File: config.mk
export PLATFORM = sky130hd
export DESIGN_NAME = contador_campos_fecha_flat
export DESIGN_NICKNAME = d
export VERILOG_FILES = /design/src/rtl/contador_campos_fecha_pkg.sv /design/src/rtl/contador_campos_fecha_if.sv /design/src/rtl/contador_campos_fecha_limite_dia_mes.sv /design/src/rtl/contador_campos_fecha.sv /design/src/flat_wrapper.sv
export SDC_FILE = /design/constraint.sdc
export NUM_CORES = 1
export LEC_CHECK = 0
export BUFFER_PORTS_ARGS = -buffer_cell sky130_fd_sc_hd__buf_2
export CORE_MARGIN = 3
export CORE_UTILIZATION = 40
export CTS_CLUSTER_SIZE = 30
export DETAILED_ROUTE_END_ITERATION = 10
export SYNTH_ARGS = -nofsm -noshare
export SYNTH_HDL_FRONTEND = slang
export SYNTH_SLANG_ARGS = --single-unit
File: constraint.sdc
create_clock -name clk -period 6.4 [get_ports clk]
set_clock_uncertainty 0.15 [all_clocks]
set_input_delay 0 -clock clk [delete_from_list [all_inputs] [get_ports clk]]
set_output_delay 0 -clock clk [all_outputs]
set_load 0.02 [all_outputs]
File: src/rtl/contador_campos_fecha_pkg.sv
// Shared constants for the date/time field counter.
// Field indices, field limits and a limit lookup helper.
package pkg_reloj;

    localparam int NUM_CAMPOS = 6;

    localparam logic [2:0] CAMPO_SEG  = 3'd0;
    localparam logic [2:0] CAMPO_MIN  = 3'd1;
    localparam logic [2:0] CAMPO_HORA = 3'd2;
    localparam logic [2:0] CAMPO_DIA  = 3'd3;
    localparam logic [2:0] CAMPO_MES  = 3'd4;
    localparam logic [2:0] CAMPO_ANIO = 3'd5;

    localparam logic [6:0] MAX_SEG  = 7'd59;
    localparam logic [6:0] MAX_MIN  = 7'd59;
    localparam logic [6:0] MAX_HORA = 7'd23;
    localparam logic [6:0] MAX_MES  = 7'd11;
    localparam logic [6:0] MAX_ANIO = 7'd99;

    typedef logic [6:0] valor_t;

    // Day limit depends on month/year, so the caller supplies it.
    function automatic valor_t max_campo(
        input logic [2:0] f,
        input logic [4:0] dmax_m1
    );
        valor_t m;
        m = '0;
        unique case (1'b1)
            f == CAMPO_SEG:  m = MAX_SEG;
            f == CAMPO_MIN:  m = MAX_MIN;
            f == CAMPO_HORA: m = MAX_HORA;
            f == CAMPO_DIA:  m = {2'b00, dmax_m1};
            f == CAMPO_MES:  m = MAX_MES;
            f == CAMPO_ANIO: m = MAX_ANIO;
            default:         m = '0;
        endcase
        return m;
    endfunction

endpackage

File: src/rtl/contador_campos_fecha_if.sv
// Control pulses in, scanned field stream out.
// The master drives buttons/tick, the slave is the counter.
interface contador_campos_fecha_if;

    logic       tick_1hz;
    logic       edit_en;
    logic       btn_up;
    logic       btn_down;
    logic       btn_next;
    logic [3:0] cuenta;
    logic [6:0] cuenta2;
    logic [2:0] campo_edit;

    modport master (
        output tick_1hz,
        output edit_en,
        output btn_up,
        output btn_down,
        output btn_next,
        input  cuenta,
        input  cuenta2,
        input  campo_edit
    );

    modport slave (
        input  tick_1hz,
        input  edit_en,
        input  btn_up,
        input  btn_down,
        input  btn_next,
        output cuenta,
        output cuenta2,
        output campo_edit
    );

endinterface

File: src/rtl/contador_campos_fecha_limite_dia_mes.sv
// Last valid 0-based day for a given month index and year.
// Leap years are those with year divisible by 4 (2000..2099).
module limite_dia_mes
    import pkg_reloj::*;
(
    input  logic [3:0] month,
    input  logic [6:0] year,
    output logic [4:0] dmax_m1
);

    logic bisiesto;

    assign bisiesto = ((year & 7'h03) == 7'h00);

    always_comb begin
        dmax_m1 = 5'd30;
        unique case (1'b1)
            month == 4'd1:  dmax_m1 = bisiesto ? 5'd28 : 5'd27;
            month == 4'd3,
            month == 4'd5,
            month == 4'd8,
            month == 4'd10: dmax_m1 = 5'd29;
            default:        dmax_m1 = 5'd30;
        endcase
    end

endmodule

File: src/rtl/contador_campos_fecha.sv
// Date/time field registers with carry, edit and a round-robin
// scan that feeds the downstream binary-to-BCD display decoder.
module contador_campos_fecha
    import pkg_reloj::*;
(
    input  logic clk,
    input  logic reset_n,
    contador_campos_fecha_if.slave bus
);

    valor_t     campo_q   [NUM_CAMPOS];
    valor_t     campo_pre [NUM_CAMPOS];
    valor_t     campo_d   [NUM_CAMPOS];
    logic [2:0] cursor_q;
    logic [2:0] cursor_d;
    logic [2:0] ptr_q;
    logic [2:0] ptr_d;
    logic [3:0] cuenta_q;
    valor_t     cuenta2_q;
    logic [4:0] dmax_act;
    logic [4:0] dmax_nxt;
    logic       acarreo;
    valor_t     lim;
    valor_t     valor;
    logic       sube;
    logic       baja;

    limite_dia_mes u_lim_act (
        .month   (campo_q[CAMPO_MES][3:0]),
        .year    (campo_q[CAMPO_ANIO]),
        .dmax_m1 (dmax_act)
    );

    limite_dia_mes u_lim_nxt (
        .month   (campo_pre[CAMPO_MES][3:0]),
        .year    (campo_pre[CAMPO_ANIO]),
        .dmax_m1 (dmax_nxt)
    );

    assign sube = bus.btn_up & ~bus.btn_down;
    assign baja = bus.btn_down & ~bus.btn_up;

    always_comb begin
        campo_pre = campo_q;
        cursor_d  = cursor_q;
        acarreo   = 1'b0;
        lim       = '0;
        valor     = '0;
        if (!bus.edit_en) begin
            if (bus.tick_1hz) begin
                acarreo = 1'b1;
                for (int i = 0; i < NUM_CAMPOS; i++) begin
                    lim = max_campo(3'(i), dmax_act);
                    if (acarreo) begin
                        if (campo_q[i] == lim) begin
                            campo_pre[i] = '0;
                        end else begin
                            campo_pre[i] = campo_q[i] + 7'd1;
                            acarreo      = 1'b0;
                        end
                    end
                end
            end
        end else begin
            lim   = max_campo(cursor_q, dmax_act);
            valor = campo_q[cursor_q];
            if (sube) begin
                campo_pre[cursor_q] = (valor == lim) ? '0 : valor + 7'd1;
            end else if (baja) begin
                campo_pre[cursor_q] = (valor == '0) ? lim : valor - 7'd1;
            end
            if (bus.btn_next) begin
                cursor_d = (cursor_q == CAMPO_ANIO) ? CAMPO_SEG
                                                    : cursor_q + 3'd1;
            end
        end
    end

    // Clamp against the month/year being written, not the old ones.
    always_comb begin
        campo_d = campo_pre;
        if (campo_pre[CAMPO_DIA] > {2'b00, dmax_nxt}) begin
            campo_d[CAMPO_DIA] = {2'b00, dmax_nxt};
        end
    end

    assign ptr_d = (ptr_q == 3'(NUM_CAMPOS - 1)) ? '0 : ptr_q + 3'd1;

    always_ff @(posedge clk or negedge reset_n) begin
        if (!reset_n) begin
            for (int i = 0; i < NUM_CAMPOS; i++) begin
                campo_q[i] <= '0;
            end
            cursor_q  <= '0;
            ptr_q     <= '0;
            cuenta_q  <= '0;
            cuenta2_q <= '0;
        end else begin
            campo_q   <= campo_d;
            cursor_q  <= cursor_d;
            ptr_q     <= ptr_d;
            cuenta_q  <= {1'b0, ptr_q};
            cuenta2_q <= campo_q[ptr_q];
        end
    end

    assign bus.cuenta     = cuenta_q;
    assign bus.cuenta2    = cuenta2_q;
    assign bus.campo_edit = cursor_q;

endmodule
File: src/flat_wrapper.sv
// flat-port wrapper written by rule: the top's interface ports become plain ports
module contador_campos_fecha_flat import pkg_reloj::*;
  (clk, reset_n, bus_tick_1hz, bus_edit_en, bus_btn_up, bus_btn_down, bus_btn_next, bus_cuenta, bus_cuenta2, bus_campo_edit);
  contador_campos_fecha_if bus_i ();
  input  logic clk;
  input  logic reset_n;
  input wire logic [$bits(bus_i.tick_1hz)-1:0] bus_tick_1hz;
  input wire logic [$bits(bus_i.edit_en)-1:0] bus_edit_en;
  input wire logic [$bits(bus_i.btn_up)-1:0] bus_btn_up;
  input wire logic [$bits(bus_i.btn_down)-1:0] bus_btn_down;
  input wire logic [$bits(bus_i.btn_next)-1:0] bus_btn_next;
  output wire logic [$bits(bus_i.cuenta)-1:0] bus_cuenta;
  output wire logic [$bits(bus_i.cuenta2)-1:0] bus_cuenta2;
  output wire logic [$bits(bus_i.campo_edit)-1:0] bus_campo_edit;
  assign bus_i.tick_1hz = bus_tick_1hz;
  assign bus_i.edit_en = bus_edit_en;
  assign bus_i.btn_up = bus_btn_up;
  assign bus_i.btn_down = bus_btn_down;
  assign bus_i.btn_next = bus_btn_next;
  assign bus_cuenta = bus_i.cuenta;
  assign bus_cuenta2 = bus_i.cuenta2;
  assign bus_campo_edit = bus_i.campo_edit;
  contador_campos_fecha u_core (.clk(clk), .reset_n(reset_n), .bus(bus_i));
endmodule
# [Word level (Yosys, flattened, before mapping)]
# Cells that the tools add are included.
[word_totals] ff_bits=58 out_inout_bits=14 word_cells=140 input_bits=7
[op_classes] addsub=10 n_lt_le_gt_ge=4 n_eq_ne=24 mux=65 n_reduce_logical=19 n_bitwise=6
[op_table] op="2-to-1 mux 7 bit" n=30
[op_table] op="2-to-1 mux 42 bit" n=4
[op_table] op="bitwise mux 42 bit" n=2
[op_table] op="adder 7 x 1 -> 7 bit (second input constant)" n=7
[op_table] op="equality test 7 bit" n=7
[op_table] op="binary-select mux 7 bit (select 3 bit)" n=2
[op_table] op="one-hot mux 7 bit (5 select lines)" n=1
[op_table] op="demux 7 bit (select 3 bit)" n=1
[op_table] op="zero test 7 bit" n=3
[op_table] op="2-to-1 mux 1 bit" n=19
[op_table] op="equality test 4 bit (second input constant)" n=4
[op_table] op="2-to-1 mux 3 bit" n=4
[op_table] op="one-hot mux 3 bit (2 select lines)" n=2
[op_table] op="AND reduction 3 bit" n=4
[op_table] op="nonzero test 2 bit" n=5
[op_table] op="equality test 3 bit (second input constant)" n=3
[op_table] op="equality test 4 x 1 -> 1 bit (second input constant)" n=2
[op_table] op="equality test 4 x 2 -> 1 bit (second input constant)" n=2
[op_table] op="equality test 4 x 3 -> 1 bit (second input constant)" n=2
[op_table] op="greater-or-equal comparator 4 bit (second input constant)" n=2
[op_table] op="inverter 3 -> 4 bit" n=2
[op_table] op="OR reduction 4 bit" n=2
[op_table] op="> comparator 7 x 5 -> 1 bit" n=1
[op_table] op="subtractor 7 x 1 -> 7 bit (second input constant)" n=1
[op_table] op="11 further kinds" n=16

# [Logic depth before layout (Yosys ltp)]
[logic_depth] depth_word=26 depth_mapped=22 mapped_depth_nobuf=18

# [Modules after synthesis]
# Synthesis repeated with hierarchy kept, for this count alone.
[unflattened] cells_unflattened=694 hier_area_um2=5889.4
[by_module_without_submodules] module="contador_campos_fecha" seq_area_each_um2=1451.4 instances=1 cells_per_inst=668 area_each_um2=5709.2
[by_module_without_submodules] module="limite_dia_mes" seq_area_each_um2=0.0 instances=2 cells_per_inst=13 area_each_um2=90.1

# [Worst setup path after synthesis]
# OpenSTA, ideal clock, no wires.
[synth_path] path_type="register to register" startpoint="reg u_core.cursor_q[1], in the netlist u_core.bus.campo_edit[1]" endpoint="reg u_core.campo_q[16] (netlist name)" arrival_time_ps=4716 stages_incl_launch_ff=22 t_required_ps=6122 n_path_buf=4 period_less_slack_ps=4994 setup_time_ps=128 setup_slack_ps=1406 path_cell_list="dfrtp_1 buf_6 buf_2 buf_2 mux2i_1 nor2_1 nor3_1 clkbuf_1 ha_1 and2_4 nand4_4 a211o_1 a31oi_1 a41oi_1 or3_1 o31ai_1 ha_1 nor2b_1 o21a_1 o21ai_0 o311ai_4 mux2_1"
[synth_rtl] element="from (decl)" line="contador_campos_fecha.sv:14" rtl="logic [2:0] cursor_q;"
[synth_rtl] element="from (signal assigned)" line="contador_campos_fecha.sv:100" rtl="cursor_q <= cursor_d;"
[synth_rtl] element="to (signal assigned)" line="contador_campos_fecha.sv:99" rtl="campo_q <= campo_d;"
[synth_rtl] element="to (decl)" line="contador_campos_fecha.sv:11" rtl="valor_t campo_q [NUM_CAMPOS];"

==> key figures <==
CTS
  – Post CTS Setup Buffer Count: 0
  – Clk slew on worst S/H paths: around 0.05 ns
  – H-Tree Depth: 3
  – Insertion delay to the later sink of the worst-skew pair: about 0.34 ns
  – CTS tree: built
  – Cts bufs inserted: 9
  – Clock sink count: 58
  – Root buffer cell: clkbuf_16
  – Clk buf depth: 2

Global routing
  – Vias in the first global route: 5381
  – Global Route Usage Sum: 0.286
  – Global-route wire length before repair: 32300 um
  – Initial antenna violation count: 0
  – Pin count of the biggest net entering global routing: slightly below 60
  – GRT Residual Overflow: 0

Setup path
  – Worst path most repeated cell: ha_1
  – Crit path largest cell delay: 1.00 ns
  – Crit end category: flop
  – Crit start category: flop
  – Worst EP required: about 6.5 ns
  – Worst Path Class, Setup: flop to flop
  – Worst path slowest cell: dfrtp_1
  – Worst EP arrival: slightly below 6 ns
  – CP cell instances: nand2b_1 > nor2_1 > nor3_1 > buf_4 > ha_1 > and2_4 > nand4_4 > mux2i_2 > a21oi_1 > o2bb2ai_1 > and2_1 > o31ai_1 > ha_1 > nor2b_1 > o21a_1 > o21ai_0 > o311ai_4 > mux2_1
  – CP Max Fanout: 25

Drt
  – Routed wire length: 21100 um
  – Remaining DRCs: 0
  – DR vias/cell: 6.59
  – Vias: 5831
  – DR iter-0 viols: about 600
  – DR pass1 iterations: 6
  – Wire length per cell: 23.8 um
  – Routed Antenna Nets: 0

Final layout
  – Nets@finish: 729
  – Final core occ: 0.458
  – Design Area, Final: 0.00614 mm2
  – Ant diodes: 0
  – Area of the multi-input gates: 0.00377 mm2
  – Fillers: between 1000 and 1500
  – Reg area: 0.00145 mm2
  – Share of cells above drive strength 1: 0.126
  – Synthesis-to-layout area growth: 10.8%

Timing
  – Final setup margin: 0.704 ns
  – Fmax: 176 MHz
  – Final Max Tran Viols: 0
  – Final setup violation count: 0
  – Final hold viol count: 0
  – Hold slack final: 0.0798 ns
  – Slew headroom: 0.217
  – Post-layout min period: 5.70 ns
  – Final period utilization: 0.890
  – Setup TNS: 0 ns
  – RSZ-0062 raised after global routing: false
  – Worst slew pin tran: 1.16 ns

Place
  – DP Area: 0.00581 mm2
  – Port bufs: 19
  – DP Worst Slack: 0.849 ns
  – Routability cong.: just under 1
  – DP HPWL: 16000 um

Synth
  – Post-Syn Instances: 698
  – Seq/Total Area, Yosys: 0.262
  – Main synth FF type: dfrtp_1
  – EDFF count, synth: 0
  – Unique cell type count in the Yosys netlist: a little under 80
  – Ys async rst share: 1.00
  – Mapped cell area: 0.00554 mm2
  – Synth area leader: dfrtp_1
  – Post-synth top area share: 0.262
  – Synthesized flop and latch total: a little under 60
  – Synthesized area per cell: 7.93 um2
  – Yosys warns: 0
  – Area contributors post-synth: dfrtp_1, o21ai_0, mux2i_1

Floorplan
  – Initial core utilization: 0.413
  – I/O Pins: 21
  – Die Span Y: 124 um
  – Die area: 0.0153 mm2
  – Row count: 42
  – Core area: 0.0134 mm2
  – Die width: 124 um

Flow run
  – MaxCap Viol Count: 0

Power
  – Power per cell area: 559 mW/mm2
  – Pleak: 2.57 nW
  – Peak VDD IR: 293 uV

Run status
  – Status: completed

Worst hold path
  – Hold Crit Class: input pin to flop
-- cell type report --
type | instances | share of cell area
Tap cell | 176 | 0.0359
Sequential cell | 58 | 0.237
Clock buffer | 9 | 0.0367
Inverter | 36 | 0.0220
Timing Repair Buffer | 39 | 0.0408
Clock inverter | 6 | 0.0135
Multi-Input combinational cell | 561 | 0.615
-- critical path: cells and delay by family, from the launching register on --
family | cells | cell delay [ns]
compound gates | 6 | 1.31
fa+ha+maj | 2 | 0.54
buf+inv | 1 | 0.22
flops | 1 | 1.00
mux | 2 | 0.88
simple gates | 7 | 1.46
-- sequential cells by signal, indices dropped and copies added, names as in the netlist --
signal / cells
u_core.bus.campo_edit: 3
u_core.bus.cuenta2: 7
u_core.campo_q: 42
u_core.ptr_q: 3
u_core.bus.cuenta: 3
-- cell families (layout without fill, tap and decap cells) --
logic type / after synthesis / in the layout / share of synthesized area
simple gates: 250 / 250 / 0.233
compound gates: 228 / 228 / 0.272
buf+inv: 81 / 90 / 0.0583
flops: 58 / 58 / 0.262
mux: 49 / 49 / 0.114
fa+ha+maj: 17 / 17 / 0.0384
xor+xnor: 14 / 14 / 0.0221
other cells: 1 / 3 / 0.000677
-- final timing paths --
| path | startpoint | endpoint | slack (ns) | cells past startpoint |
|---|---|---|---|---|
| worst min register to register | u_core.ptr_q[2] | u_core.bus.cuenta[2] | 0.45 | 0 |
| min in group asynchronous | reset_n | u_core.campo_q[2] | 0.20 | 3 |
| max in group asynchronous | reset_n | u_core.campo_q[28] | 5.40 | 3 |
| worst max-delay path | u_core.bus.campo_edit[1] | u_core.campo_q[16] | 0.70 | 18 |
| worst max register to register | u_core.bus.campo_edit[1] | u_core.campo_q[16] | 0.70 | 18 |
| worst min-delay path | bus_btn_down | u_core.campo_q[0] | 0.08 | 4 |
-- placed cells by master, fill, tap and decap left out, drive strengths merged, types with 22 or more instances in the layout --
cell | netlist | routed
o21ai | 61 | 61
nand2 | 59 | 59
dfrtp | 58 | 58
nor2 | 50 | 50
a21oi | 43 | 43
nand3 | 39 | 39
buf | 15 | 37
o22ai | 36 | 36
inv | 35 | 35
mux2i | 29 | 29
nor3 | 22 | 22
-- power by group --
group	total (mW)	internal, mW	switching (mW)
clock	0.513	0.336	0.177
combinational	2.21	0.798	1.41
sequential	0.708	0.468	0.240
-- synthesized netlist by cell type (5+ instances only) --
library cell / number
a22oi_1: 6
o21ai_0: 60
nor2_1: 50
a21o_1: 5
xnor2_1: 8
dfrtp_1: 58
nor3b_1: 6
inv_1: 34
nor3_1: 19
o22ai_1: 36
nand3_1: 39
o311ai_0: 5
buf_1: 7
and3_1: 14
mux2_2: 7
nand2b_1: 12
mux2i_1: 28
o31ai_1: 8
nor4_1: 7
ha_1: 17
buf_2: 6
xor2_1: 6
o211ai_1: 6
clkbuf_1: 30
a21oi_1: 42
nor2b_1: 12
nand2_1: 59
a221o_1: 7
a31oi_1: 8
mux4_2: 9
-- metrics by stage --
stage	total power [mW]	instances
after global placement	2.84	868
after CTS	3.37	885
after floorplan	2.12	700
after global routing	3.62	885
after detailed placement	2.85	868
final	3.43	885
-- what timing repair did --
action                                 in CTS  in global routing
endpoints found under the hold margin      61                  0
hold buffers                                2                  0
gates resized for setup                     0                  0
-- metal layers --
layer / GRT usage / routed length (um)
met2: 0.452 / 9810
met3: 0.0477 / 1530
met5: 0 / 0
met4: 0.117 / 711
met1: 0.387 / 9020
No activity file was read; power rests on OpenSTA's default activity.
